## src/rtl/branch_predict_unit.sv

```systemverilog
// Direct-mapped BTB predictor with ID-stage branch resolution: 0-cycle lookup, 1-cycle registered redirect.
// No backpressure: one resolution per cycle is accepted unconditionally.
module branch_predict_unit #(
    parameter  int ARCH_WIDTH  = 32,
    parameter  int BTB_ENTRIES = 16,
    localparam int IDX_W       = $clog2(BTB_ENTRIES)
) (
    input  logic                  clk,
    input  logic                  rst,
    input  logic [ARCH_WIDTH-1:0] if_pc,
    output logic                  pred_taken,
    output logic [ARCH_WIDTH-1:0] pred_target,
    input  logic                  btb_flush,
    input  logic                  resolve_valid,
    input  logic [ARCH_WIDTH-1:0] id_pc,
    input  logic [ARCH_WIDTH-1:0] rs1_data,
    input  logic [ARCH_WIDTH-1:0] rs2_data,
    input  logic [ARCH_WIDTH-1:0] imm,
    input  logic [3:0]            branch_type,
    input  logic                  id_pred_taken,
    input  logic [ARCH_WIDTH-1:0] id_pred_target,
    output logic                  redirect_valid,
    output logic [ARCH_WIDTH-1:0] redirect_pc,
    output logic                  resolved_taken,
    output logic [31:0]           branch_count,
    output logic [31:0]           mispredict_count
);
    localparam int TAG_W = ARCH_WIDTH - IDX_W - 2;

    logic [BTB_ENTRIES-1:0] valid;
    logic [TAG_W-1:0]       tag    [BTB_ENTRIES];
    logic [ARCH_WIDTH-1:0]  target [BTB_ENTRIES];
    logic                   uncond [BTB_ENTRIES];
    logic [1:0]             ctr    [BTB_ENTRIES];

    logic [IDX_W-1:0]      lk_idx, up_idx;
    logic [TAG_W-1:0]      lk_tag, up_tag;
    logic                  lk_hit, up_hit;
    logic                  is_br, is_uncond, act_taken, do_res, mispredict;
    logic [ARCH_WIDTH-1:0] act_target, next_pc;
    logic                  unused_pc_lsb;

    assign unused_pc_lsb = ^if_pc[1:0];

    assign lk_idx      = if_pc[IDX_W+1:2];
    assign lk_tag      = if_pc[ARCH_WIDTH-1:IDX_W+2];
    assign lk_hit      = valid[lk_idx] && (tag[lk_idx] == lk_tag);
    assign pred_taken  = lk_hit && (uncond[lk_idx] || ctr[lk_idx][1]);
    assign pred_target = pred_taken ? target[lk_idx] : '0;

    always_comb begin
        is_br      = 1'b1;
        is_uncond  = 1'b0;
        act_taken  = 1'b0;
        act_target = id_pc + imm;
        case (branch_type)
            4'd1: begin act_taken = 1'b1; is_uncond = 1'b1; end
            4'd2: begin
                act_taken  = 1'b1;
                is_uncond  = 1'b1;
                act_target = (rs1_data + imm) & ~ARCH_WIDTH'(1);
            end
            4'd3: act_taken = (rs1_data == rs2_data);
            4'd4: act_taken = (rs1_data != rs2_data);
            4'd5: act_taken = ($signed(rs1_data) <  $signed(rs2_data));
            4'd6: act_taken = ($signed(rs1_data) >= $signed(rs2_data));
            4'd7: act_taken = (rs1_data <  rs2_data);
            4'd8: act_taken = (rs1_data >= rs2_data);
            default: is_br = 1'b0;
        endcase
    end

    assign do_res     = resolve_valid && is_br;
    assign mispredict = do_res && ((act_taken != id_pred_taken) ||
                                   (act_taken && (act_target != id_pred_target)));
    assign next_pc    = act_taken ? act_target : id_pc + ARCH_WIDTH'(4);

    assign up_idx = id_pc[IDX_W+1:2];
    assign up_tag = id_pc[ARCH_WIDTH-1:IDX_W+2];
    assign up_hit = valid[up_idx] && (tag[up_idx] == up_tag);

    // Flush takes priority over a same-cycle update; counters survive flush.
    always_ff @(posedge clk or posedge rst) begin
        if (rst) begin
            valid <= '0;
            for (int i = 0; i < BTB_ENTRIES; i++) begin
                tag[i]    <= '0;
                target[i] <= '0;
                uncond[i] <= 1'b0;
                ctr[i]    <= 2'd1;
            end
        end else if (btb_flush) begin
            valid <= '0;
        end else if (do_res) begin
            if (up_hit) begin
                if (act_taken) begin
                    if (ctr[up_idx] != 2'd3) ctr[up_idx] <= ctr[up_idx] + 2'd1;
                    target[up_idx] <= act_target;
                end else if (ctr[up_idx] != 2'd0) begin
                    ctr[up_idx] <= ctr[up_idx] - 2'd1;
                end
                uncond[up_idx] <= is_uncond;
            end else if (act_taken) begin
                valid[up_idx]  <= 1'b1;
                tag[up_idx]    <= up_tag;
                target[up_idx] <= act_target;
                uncond[up_idx] <= is_uncond;
                ctr[up_idx]    <= 2'd2;
            end
        end
    end

    always_ff @(posedge clk or posedge rst) begin
        if (rst) begin
            redirect_valid   <= 1'b0;
            redirect_pc      <= '0;
            resolved_taken   <= 1'b0;
            branch_count     <= '0;
            mispredict_count <= '0;
        end else begin
            redirect_valid <= mispredict;
            if (mispredict) begin
                redirect_pc    <= next_pc;
                resolved_taken <= act_taken;
            end
            if (do_res)     branch_count     <= branch_count + 32'd1;
            if (mispredict) mispredict_count <= mispredict_count + 32'd1;
        end
    end
endmodule

```

## config.mk

```make
export PLATFORM = sky130hd
export DESIGN_NAME = branch_predict_unit
export DESIGN_NICKNAME = d
export VERILOG_FILES = /design/src/rtl/branch_predict_unit.sv
export SDC_FILE = /design/constraint.sdc
export NUM_CORES = 2
export LEC_CHECK = 0
export BUFFER_PORTS_ARGS = -buffer_cell sky130_fd_sc_hd__buf_2
export CAP_MARGIN = 0
export CORE_AREA = 2 2 406 247
export CTS_CLUSTER_SIZE = 8
export DETAILED_ROUTE_END_ITERATION = 8
export DIE_AREA = 0 0 408 249
export GPL_TIMING_DRIVEN = 0
export PLACE_DENSITY = 0.78
export SLEW_MARGIN = 0
export SYNTH_ARGS = -nofsm -noshare
export SYNTH_HDL_FRONTEND = slang
export SYNTH_SLANG_ARGS = --single-unit
export TNS_END_PERCENT = 5
```

## constraint.sdc

```tcl
create_clock -name clk -period 43.2 [get_ports clk]
set_input_delay 2.16 -clock clk [delete_from_list [all_inputs] [get_ports clk]]
set_output_delay 2.16 -clock clk [all_outputs]
set_load 0.01 [all_outputs]
```

## Word level (Yosys, flattened, before mapping)

Cells that the tools add are included.

- Bits in read-only memories: 0
- Output and inout port bits: 131
- Latch bits: 0
- Memories kept: 0
- Input port bits: 201
- Logic and storage cells: 188
- RAM bits: 0
- Register bits: 1,090

- Divide/modulo/power cells: 0
- Mux-type cells: 54
- Eq/ne operators: 17
- $lt $le $gt $ge: 10
- Reduce and logical (&&, ||, !) cells: 22
- Multipliers: 0
- Add/subtract/negate cells: 7
- Bitwise operators: 8
- Shift-type cells: 0

Operators by type and width:

| operator | number |
|---|---|
| bitwise mux 512 bit | 1 |
| bitwise mux 416 bit | 1 |
| two-way mux 32 bit | 11 |
| binary-select mux 26 bit (select 4 bit) | 2 |
| two-way mux 26 bit | 5 |
| binary-select mux 32 bit (select 4 bit) | 1 |
| demux 32 bit (select 4 bit) | 1 |
| demux 26 bit (select 4 bit) | 1 |
| two-way mux 16 bit | 6 |
| adder 32 x 1 -> 32 bit, second input constant | 2 |
| adder 32 bit | 2 |
| bitwise mux 32 bit | 2 |
| >= comparator 32 bit | 2 |
| less-than comparator 32 bit | 2 |
| != test 32 bit | 2 |
| equality test 26 bit | 2 |
| adder 32 x 3 -> 32 bit, second input constant | 1 |
| equality test 32 bit | 1 |
| OR 16 bit | 2 |
| AND 16 bit | 1 |
| binary-select mux 2 bit (select 4 bit) | 2 |
| bitwise mux 16 bit | 1 |
| equality test 4 x 3 -> 1 bit, second input constant | 4 |
| NOT 16 bit | 1 |
| 28 further kinds | 62 |

## Logic depth before layout (Yosys ltp)

- Word-level depth: 9
- Mapped depth: 17
- Mapped depth without buffers: 14

## Least setup slack after synthesis

OpenSTA, ideal clock, no wires.

- Path type: input port to output port
- Start point: input port if_pc[4]
- End point: output port pred_target[10]
- Data arrival time: 5.520 ns
- Stages on the path: 9
- Buffers on the path: 6
- Required time: 41.040 ns
- Setup slack: 35.520 ns
- Path through: clkbuf_1 buf_1 buf_2 buf_1 buf_1 clkbuf_1 mux4_2 mux4_2 nor2b_1

- Longest elaborated chain between the ends: 8
- Elaborated cells on any way between the ends: 20
- Classes of those cells: eq/ne (1); mux (15); bitwise (1); reduce/logical (3)

RTL lines:

| item | line | text |
|---|---|---|
| from (decl) | 10 | `input logic [ARCH_WIDTH-1:0] if_pc,` |
| NOT 4 -> 5 bit (not written as such) | 47, 48, 49 |  |
| binary-select mux 26 bit (select 4 bit) | 47 | `assign lk_hit = valid[lk_idx] && (tag[lk_idx] == lk_tag);` |
| two-way mux 26 bit (not written as such) (2 in a row) | 47 |  |
| equality test 26 bit | 47 |  |
| logical AND 1 bit | 47 |  |
| logical AND 1 bit | 48 | `assign pred_taken = lk_hit && (uncond[lk_idx] \|\| ctr[lk_idx][1]);` |
| two-way mux 32 bit (*) | 49 | `assign pred_target = pred_taken ? target[lk_idx] : '0;` |
| to (decl) | 12 | `output logic [ARCH_WIDTH-1:0] pred_target,` |

Mark *: on every way between the ends. The rest lies on a longest branch, timed or not. The select of a mux whose other input is x is not followed.

## Worst setup path in the final report

- Start point: input port if_pc[4]
- End point: output port pred_target[21]

The elaborated chain is that of the path after synthesis.

==> impl_metrics.toml <==
[layout]
nFillCells = 7128
drive_above_1_share = 0.267
final_cell_mix = "dfrtp_1 (1074), nand2_1 (703), o21ai_0 (626), mux4_2 (440), mux2_2 (418)"
stdcell_area_mm2 = 0.0661
fin_cells = 6819
final_common_cell = "dfrtp_1"
syn_to_final_growth_pct = 13.5
final_nets = 5755

[clocking]
clock-root-buffer = "clkbuf_16"
clock_latency_ps = 800
cts_setup_buffers = 0
post_cts_resized = 0
clock_sinks = 1090
cts_hold_buffers = 0
clk_path_buf_depth = 3
tritoncts = "built"
clk_pin_slew_ps = 50
cts_max_level = 4
cts_buffers = 154

[min_path]
min_to = "ctr[26]"
hold_path.class = "reg -> reg"
hold_depth = 2
hold_start = "ctr[26]"

[power]
powerDensity_mw_per_mm2 = 42.3
peakVddDrop_mv = 0.0425
p_leak_nw = 30.0

[setup_path]
endpoint_kind = "output pin"
reg2reg_from = "tag[331]"
path_class = "in -> out"
slowest_stage = "buf_1"
critPathRequiredTime_ps = 41040
start_kind = "primary input"
cp.arrival_ps = 8130
rrSetupSlack_ps = 38050
cp_max_fo = 10
cpLargestDelayFamily = "buffers and inverters"
crit_buf_inv = 8
reg2reg_depth = 10
critPathMaxStageDelay_ps = 1180
r2r_end = "uncond[15]"
path_cells = "clkbuf_1 > buf_1 > buf_2 > buf_1 > buf_1 > clkbuf_1 > clkbuf_1 > mux4_2 > mux4_2 > nor2b_1 > buf_2"

[status]
violations = "capacitance limit, slew limit"
status = "finished with violations"

[detailed_routing]
num_vias = 47700
first_pass_iters = 6
wl_per_cell_um = 31.3
vias_per_cell = 6.99
antenna_left = 0
routed_wl_um = 213000
drc_errors = 0
drt_iter0_markers = 7145

[synthesis]
synth_largest_area_cell = "dfrtp_1"
synthArstFlopShare = 1.00
yosys_warnings = 0
syn-instance-count = 4962
synthFlopType = "dfrtp_1"
synth-edff-count = 0
synth_seq_area_share = 0.469
netlist_area_mm2 = 0.0582
avgSynthCellArea_um2 = 11.7
synth_fp_nets = 5266
synthDistinctLibCells = 84
synth_area_leaders = "dfrtp_1 (46%), mux4_2 (17%), mux2_2 (8.1%), o21ai_0 (5.4%), nand2_1 (4.5%)"
yosysTopAreaCellShare = 0.461
synth_seq_cells = 1090

[die]
core-area_mm2 = 0.0977
die_y_um = 249
start_util = 0.596
die_w_um = 408
io-pin-count = 332
fp-row-count = 89
die_area_mm2 = 0.102

[timing]
whs_ps = 466
finalCriticalPeriod_ps = 10290
slew_violations = 33
hold_viol_final = 0
maxSlewHeadroom = -0.0716
skew_ps = 35.0
finalCritPeriodShare = 0.238
max_freq_mhz = 97.1
rsz0062_at_grt = "no"
setup_viol = 0
worst_pin_slew_ps = 1610

[global_route]
antenna_found_initial = 22
grt_max_degree = 134
first_global_vias = 46300
grt.total_usage = 0.420
grt_pass1_wl_um = 310000
grt.overflow.total = 0

[placement]
dpl_cell_area_mm2 = 0.0618
dpl.cell_count = 6613
hpwl_um = 159000
place.gp.congestion = 1.02
io_buffers = 320

[job]
maxCapViolCount = 4
==> flip-flops by register name, summed over array words and instances (netlist names) <==
name / cells
ctr: 32
uncond: 16
redirect_pc: 32
branch_count: 32
valid: 16
target: 512
mispredict_count: 32
resolved_taken: 1
tag: 416
redirect_valid: 1
==> kinds of logic after synthesis <==
group / synth area share
muxes: 0.260
buffers and inverters: 0.0344
and+or+nand+nor: 0.0920
DFF: 0.469
xor gates and xnor gates: 0.0349
adders and majority gates: 0.0224
AOI/OAI and AO/OA: 0.0874
==> where the power goes <==
part	switching [mW]	total, mW	internal, mW
Sequential	0.0772	1.20	1.12
Combinational	0.288	0.479	0.191
Clock	0.464	1.12	0.653
Total	0.829	2.79	1.96
==> worst min-delay path, delay by kind of cell, from the launching register on <==
kind,cells,cell delay (ps)
multiplexers,1,50
flip-flops,1,360
buffers and inverters,1,40
==> stage by stage <==
step	TNS (ps)	setup slack, ps	total power [mW]	utilization
after floorplan	0	10380	1.48	-
after global placement	-570980	-823	1.65	0.630
after detailed placement	0	33230	1.67	0.633
after CTS	0	33190	2.77	0.676
after global routing	0	32920	2.87	0.676
final	0	32910	2.79	0.677
==> cell type report <==
cell class / instances / area (um^2) / area share
antenna: 18 / 45.0 / 0.000682
buffer: 416 / 1670 / 0.0252
clock buffer: 176 / 4040 / 0.0612
clock inverter: 11 / 184 / 0.00278
inverter: 94 / 360 / 0.00545
multi-input combinational: 3362 / 29000 / 0.438
sequential: 1090 / 27300 / 0.413
tap: 1319 / 1650 / 0.0250
timing repair buffer: 333 / 1890 / 0.0285
==> cell usage after synthesis (6+ instances only) <==
| library cell | count |
|---|---|
| nor3_1 | 48 |
| xor2_1 | 83 |
| or3_1 | 11 |
| dfrtp_1 | 1074 |
| o21ai_0 | 628 |
| nand4_1 | 76 |
| nor4_1 | 20 |
| a21oi_1 | 153 |
| o21ai_1 | 6 |
| and4_1 | 11 |
| mux2i_1 | 30 |
| o21a_1 | 11 |
| and3_1 | 50 |
| nand2b_1 | 13 |
| a31oi_1 | 8 |
| nand2_1 | 703 |
| clkbuf_1 | 315 |
| dfstp_2 | 16 |
| o211ai_1 | 10 |
| ha_1 | 101 |
| nor2_1 | 137 |
| nor2b_1 | 41 |
| o21bai_1 | 8 |
| nand3_1 | 61 |
| inv_1 | 92 |
| buf_2 | 48 |
| and2_1 | 13 |
| mux2_1 | 19 |
| a21o_1 | 28 |
| mux4_2 | 440 |
| buf_1 | 47 |
| xnor2_1 | 136 |
| mux2_2 | 418 |
==> routing by layer <==
| layer | wire length, um | GRT usage | share of wire |
|---|---|---|---|
| met5 | 99 | 0.00373 | 0.00046 |
| met1 | 81200 | 0.592 | 0.38 |
| met2 | 81500 | 0.522 | 0.38 |
| met3 | 36600 | 0.207 | 0.17 |
| met4 | 13700 | 0.238 | 0.064 |
==> worst max-delay path by stage <==
stage	startpoint	end	slack, ps	cells after the start
floorplan	rst	branch_count[0]	10380	1
global placement	rst	branch_count[21]	-820	2
detailed placement	if_pc[4]	pred_target[2]	33230	11
CTS	if_pc[4]	pred_target[2]	33190	11
global route	if_pc[4]	pred_target[11]	32920	11
finish	if_pc[4]	pred_target[21]	32910	11
(Power assumes the default switching activity.)
